--- config.mk ---
export PLATFORM = sky130hd
export DESIGN_NAME = hazard_dest_pipe
export DESIGN_NICKNAME = d
export VERILOG_FILES = /design/src/rtl/hazard_dest_pipe.sv
export SDC_FILE = /design/constraint.sdc
export NUM_CORES = 1
export LEC_CHECK = 0
export ABC_AREA = 1
export BUFFER_PORTS_ARGS = -buffer_cell sky130_fd_sc_hd__buf_2
export CAP_MARGIN = 20
export CORE_AREA = 4 4 129 131
export CTS_CLUSTER_DIAMETER = 150
export DETAILED_ROUTE_END_ITERATION = 8
export DIE_AREA = 0 0 133 135
export GPL_ROUTABILITY_DRIVEN = 1
export PLACE_DENSITY = 0.74
export SLEW_MARGIN = 5
export SYNTH_ARGS = -nofsm -noshare
export SYNTH_HDL_FRONTEND = slang
export SYNTH_SLANG_ARGS = --single-unit
--- constraint.sdc ---
create_clock -name clk -period 1.9 [get_ports clk]
set_input_delay 0.095 -clock clk [delete_from_list [all_inputs] [get_ports clk]]
set_output_delay 0.095 -clock clk [all_outputs]
set_load 0.1 [all_outputs]
--- src/rtl/hazard_dest_pipe.sv ---
// Destination/flag pipeline (ID->EXE->MEM->WB) for hazard detection,
// plus operand forwarding muxes, writeback data register and event counters.
module hazard_dest_pipe #(
    parameter int AW = 5,
    parameter int DW = 32,
    parameter int CW = 16
) (
    input  logic          clk,
    input  logic          rst,
    input  logic          id_wreg,
    input  logic          id_mem2reg,
    input  logic          id_wmem,
    input  logic          id_regrt,
    input  logic          id_jal,
    input  logic [AW-1:0] id_rt,
    input  logic [AW-1:0] id_rd,
    input  logic          stall,
    input  logic          id_cancel,
    input  logic [DW-1:0] exe_alu_result,
    input  logic [DW-1:0] mem_load_data,
    input  logic [DW-1:0] rf_a,
    input  logic [DW-1:0] rf_b,
    input  logic [1:0]    fwda,
    input  logic [1:0]    fwdb,
    output logic [AW-1:0] exe_regw_addr,
    output logic          exe_wreg,
    output logic          exe_mem2reg,
    output logic          exe_wmem,
    output logic [AW-1:0] mem_regw_addr,
    output logic          mem_wreg,
    output logic          mem_mem2reg,
    output logic          mem_wmem,
    output logic [DW-1:0] mem_alu_result,
    output logic [AW-1:0] wb_regw_addr,
    output logic          wb_wreg,
    output logic [DW-1:0] wb_data,
    output logic [DW-1:0] opa,
    output logic [DW-1:0] opb,
    output logic [CW-1:0] stall_cnt,
    output logic [CW-1:0] cancel_cnt
);

    localparam logic [AW-1:0] RA_ADDR  = AW'(31);
    localparam logic [CW-1:0] CNT_MAX  = '1;

    logic [AW-1:0] dest;
    logic          dest_wreg;
    logic          bubble;

    assign dest      = id_jal ? RA_ADDR : (id_regrt ? id_rd : id_rt);
    assign dest_wreg = id_wreg && (dest != '0);
    assign bubble    = stall || id_cancel;

    always_ff @(posedge clk) begin
        if (rst) begin
            exe_regw_addr <= '0;
            exe_wreg      <= 1'b0;
            exe_mem2reg   <= 1'b0;
            exe_wmem      <= 1'b0;
        end else if (bubble) begin
            exe_regw_addr <= '0;
            exe_wreg      <= 1'b0;
            exe_mem2reg   <= 1'b0;
            exe_wmem      <= 1'b0;
        end else begin
            exe_regw_addr <= dest;
            exe_wreg      <= dest_wreg;
            exe_mem2reg   <= id_mem2reg;
            exe_wmem      <= id_wmem;
        end
    end

    always_ff @(posedge clk) begin
        if (rst) begin
            mem_regw_addr  <= '0;
            mem_wreg       <= 1'b0;
            mem_mem2reg    <= 1'b0;
            mem_wmem       <= 1'b0;
            mem_alu_result <= '0;
            wb_regw_addr   <= '0;
            wb_wreg        <= 1'b0;
            wb_data        <= '0;
        end else begin
            mem_regw_addr  <= exe_regw_addr;
            mem_wreg       <= exe_wreg;
            mem_mem2reg    <= exe_mem2reg;
            mem_wmem       <= exe_wmem;
            mem_alu_result <= exe_alu_result;
            wb_regw_addr   <= mem_regw_addr;
            wb_wreg        <= mem_wreg;
            wb_data        <= mem_mem2reg ? mem_load_data : mem_alu_result;
        end
    end

    always_comb begin
        opa = rf_a;
        unique case (fwda)
            2'b00: opa = rf_a;
            2'b01: opa = exe_alu_result;
            2'b10: opa = mem_alu_result;
            2'b11: opa = mem_load_data;
            default: opa = rf_a;
        endcase
    end

    always_comb begin
        opb = rf_b;
        unique case (fwdb)
            2'b00: opb = rf_b;
            2'b01: opb = exe_alu_result;
            2'b10: opb = mem_alu_result;
            2'b11: opb = mem_load_data;
            default: opb = rf_b;
        endcase
    end

    // A cancel that coincides with a stall is counted only as a stall.
    always_ff @(posedge clk) begin
        if (rst) begin
            stall_cnt  <= '0;
            cancel_cnt <= '0;
        end else begin
            if (stall && stall_cnt != CNT_MAX)
                stall_cnt <= stall_cnt + 1'b1;
            if (id_cancel && !stall && cancel_cnt != CNT_MAX)
                cancel_cnt <= cancel_cnt + 1'b1;
        end
    end

endmodule

==> results.sh <==
export IMPL_outcome="completed"
export IMPL_setup_worst_path_start_class="flip-flop"
export IMPL_dieHeight_um=135
export IMPL_endpoint_kind="flip-flop"
export IMPL_viasPerCell=5.170
export IMPL_wl_per_cell_um=17.09
export IMPL_dp_hpwl_mm=19.25
export IMPL_synthesis_area_sq_um=6050
export IMPL_dieArea_sq_um=17960
export IMPL_fin_crit_sh_pct=84.17
export IMPL_cap_violations=0
export IMPL_floorplan_initialDensity_pct=38.79
export IMPL_grt_first_pass_wirelength_mm=42.57
export IMPL_pin_count=333
export IMPL_reg2reg_from="cancel_cnt[0]"
export IMPL_htree_num_levels=4
export IMPL_peakVddDrop_uv=689.0
export IMPL_slew_headroom_pct=59.26
export IMPL_io_buffers=332
export IMPL_path_max_fanout=27
export IMPL_cts_max_path_buffers=2
export IMPL_tritoncts="done"
export IMPL_fmax_ghz=0.6253
export IMPL_numCtsBuffers=17
export IMPL_cts_resized=0
export IMPL_place_congestion=0.9274
export IMPL_worstReg2RegEnd="cancel_cnt[3]"
export IMPL_postCtsSetupBuffers=0
export IMPL_slew_violations=0
export IMPL_track_usage_pct=29.81
export IMPL_coreArea_sq_um=15600
export IMPL_area_growth_pct=73.13
export IMPL_hold_slack_ps=5.958
export IMPL_multi_input_area_sq_um=3196
export IMPL_dr_pass1_iters=6
export IMPL_yosysWarningCount=0
export IMPL_rsz0062_at_grt="no"
export IMPL_clock_root_buffer="clkbuf_16"
export IMPL_grt_pass1_vias=8057
export IMPL_antenna_found_initial=1
export IMPL_synth_distinct_cells=27
export IMPL_rr_worst_depth=6
export IMPL_drc_errors=0
export IMPL_worstSetupPathType="reg -> reg"
export IMPL_leakage_uw=0.005176
export IMPL_min_delay_start="mem_load_data[5]"
export IMPL_grt_max_degree=48
export IMPL_setup_tns_final_ps=0
export IMPL_p_total_uw=9600
export IMPL_synthFlopType="dfxtp_1"
export IMPL_yosys_area_top_type="dfxtp_1"
export IMPL_r2r_slack_ps=300
export IMPL_avgSynthCellArea_sq_um=6.211
export IMPL_power_density_nw_per_um2=916.6
export IMPL_syn_nets=1127
export IMPL_seq_area_frac_synth_pct=39.05
export IMPL_fin_ws_ps=300.8
export IMPL_whs_path_depth=3
export IMPL_hold_path_class="in -> reg"
export IMPL_ys_ff_latch=118
export IMPL_drt_total_wl_mm=27.42
export IMPL_rows=46
export IMPL_tightest_slew_ps=611.1
export IMPL_drt_iter0_drc=671
export IMPL_drive_gt1_share_pct=34.32
export IMPL_synthCells=974
export IMPL_vias=8292
export IMPL_finalSetupViolCount=0
export IMPL_fin_cells=1604
export IMPL_synth_edf_count=0
export IMPL_path_clk_slew_ps=60
export IMPL_fill_cells=1244
export IMPL_holdPathEnd="wb_data[5]"
export IMPL_gr_total_overflow=0
export IMPL_fin_nets=1527
export IMPL_hold_violations=0
export IMPL_worstPathRequired_ps=2200
export IMPL_die_w_um=133
export IMPL_ys_async_sr_fraction_pct=0
export IMPL_period_needed_ps=1599
export IMPL_clock_sink_count=118
export IMPL_clkLatencyLatePin_ps=420
export IMPL_post_place_cells=1498
export IMPL_pre_cts_slack_ps=305.7
export IMPL_fin_worst_skew_ps=16.36
export IMPL_drtAntennaViolNets=0
export IMPL_yosys_area_top_type_share_pct=39.05
export IMPL_ys_top_cells_by_area="dfxtp_1 39%, nand2_1 21%, nor2_1 12%"
export IMPL_worstPathArrival_ps=1900
export IMPL_seq_area_sq_um=2436
-- sequential cells by signal (all words and copies together), names as in the netlist --
name	flops
cancel_cnt	16
exe_mem2reg	1
exe_regw_addr	5
exe_wmem	1
exe_wreg	1
mem_alu_result	32
mem_mem2reg	1
mem_regw_addr	5
mem_wmem	1
mem_wreg	1
stall_cnt	16
wb_data	32
wb_regw_addr	5
wb_wreg	1
-- power by group --
| part | leakage, uW | internal (uW) | total, uW | switching, uW |
|---|---|---|---|---|
| logic | 0.00387 | 956 | 3300 | 2340 |
| clock network | 0.000318 | 2470 | 3670 | 1200 |
| registers | 0.000989 | 2570 | 2630 | 62.9 |
| total | 0.00518 | 6000 | 9600 | 3600 |
-- how the worst max path moves through the flow --
stage	depth (start not counted)	from	end	slack (ps)
2_1_floorplan	9	stall_cnt[12]	stall_cnt[0]	1
3_3_place_gp	6	cancel_cnt[0]	cancel_cnt[14]	380
3_5_place_dp	6	cancel_cnt[0]	cancel_cnt[3]	310
4_1_cts	6	cancel_cnt[0]	cancel_cnt[3]	300
5_1_grt	7	cancel_cnt[0]	cancel_cnt[10]	200
6_report	6	cancel_cnt[0]	cancel_cnt[3]	300
-- Yosys cell counts, types with 5 or more instances --
master	n
dfxtp_1	118
a21oi_1	26
o21ai_0	37
nor2_4	5
nor2_2	6
nand4_1	66
nand2_1	339
nand3_1	31
clkbuf_1	39
inv_1	84
nor2_1	191
-- layout make-up --
cell class	instances	area share (%)
Sequential cell	118	23.26
Timing Repair Buffer	425	34.07
Clock inverter	11	1.852
Multi-Input combinational cell	725	30.51
Clock buffer	21	4.587
Antenna cell	1	0.02389
Inverter	87	3.118
Tap cell	216	2.580
-- metal layers --
metal	GRT usage [%]	up-vias	wire, um
met2	50.31	532	13220
met3	9.389	108	2705
li1	-	3874	-
met1	34.88	3778	10350
met5	0	-	0
met4	12.99	0	1141
-- cells by family (layout without fill, tap and decap cells) --
logic type	Yosys count	after routing	share of synthesized area, %
other	0	1	0
AND/OR/NAND/NOR	654	654	45.96
AO/OA/AOI/OAI	69	69	5.998
adder cells (fa/ha/maj)	2	2	0.4136
flip-flops	118	118	39.05
buffers and inverters	131	544	8.583
-- per-stage QoR --
stage	area [sq um]	utilization (%)
after floorplan	6136	-
after global placement	9066	58.13
after detailed placement	9066	58.13
after CTS	10470	67.13
after global routing	10470	67.15
final	10470	67.15
-- cell usage in the layout (no fill, tap or decap), types with 2 or more instances in the layout --
cell | Yosys | layout
a21oi_1 | 26 | 26
a21oi_2 | 2 | 2
a31oi_1 | 2 | 2
buf_12 | 0 | 69
buf_2 | 1 | 267
buf_4 | 1 | 16
bufinv_16 | 0 | 5
clkbuf_16 | 0 | 17
clkbuf_8 | 0 | 4
clkinvlp_4 | 0 | 4
dfxtp_1 | 118 | 59
dfxtp_2 | 0 | 59
dlygate4sd3_1 | 0 | 73
ha_1 | 2 | 2
inv_1 | 84 | 84
inv_2 | 2 | 3
nand2_1 | 339 | 339
nand2_2 | 4 | 4
nand3_1 | 31 | 31
nand3_2 | 3 | 3
nand3b_1 | 2 | 2
nand4_1 | 66 | 66
nor2_1 | 191 | 185
nor2_2 | 6 | 12
nor2_4 | 5 | 5
nor3_1 | 4 | 4
o2111ai_2 | 0 | 2
o21ai_0 | 37 | 37
-- timing repair --
item | 4_1_cts | 5_1_grt
endpoints found under the setup margin | 0 | 0
hold buffers | 73 | 0
endpoints found under the hold margin | 70 | 0
-- critical path: stages (launching register included) --
cell and delay [ps]:
dfxtp_2 360, ha_1 160, inv_1 100, nor2_2 170, nand4_4 360, a21oi_1 270
nor2_1 70
(Power assumes the default switching activity.)
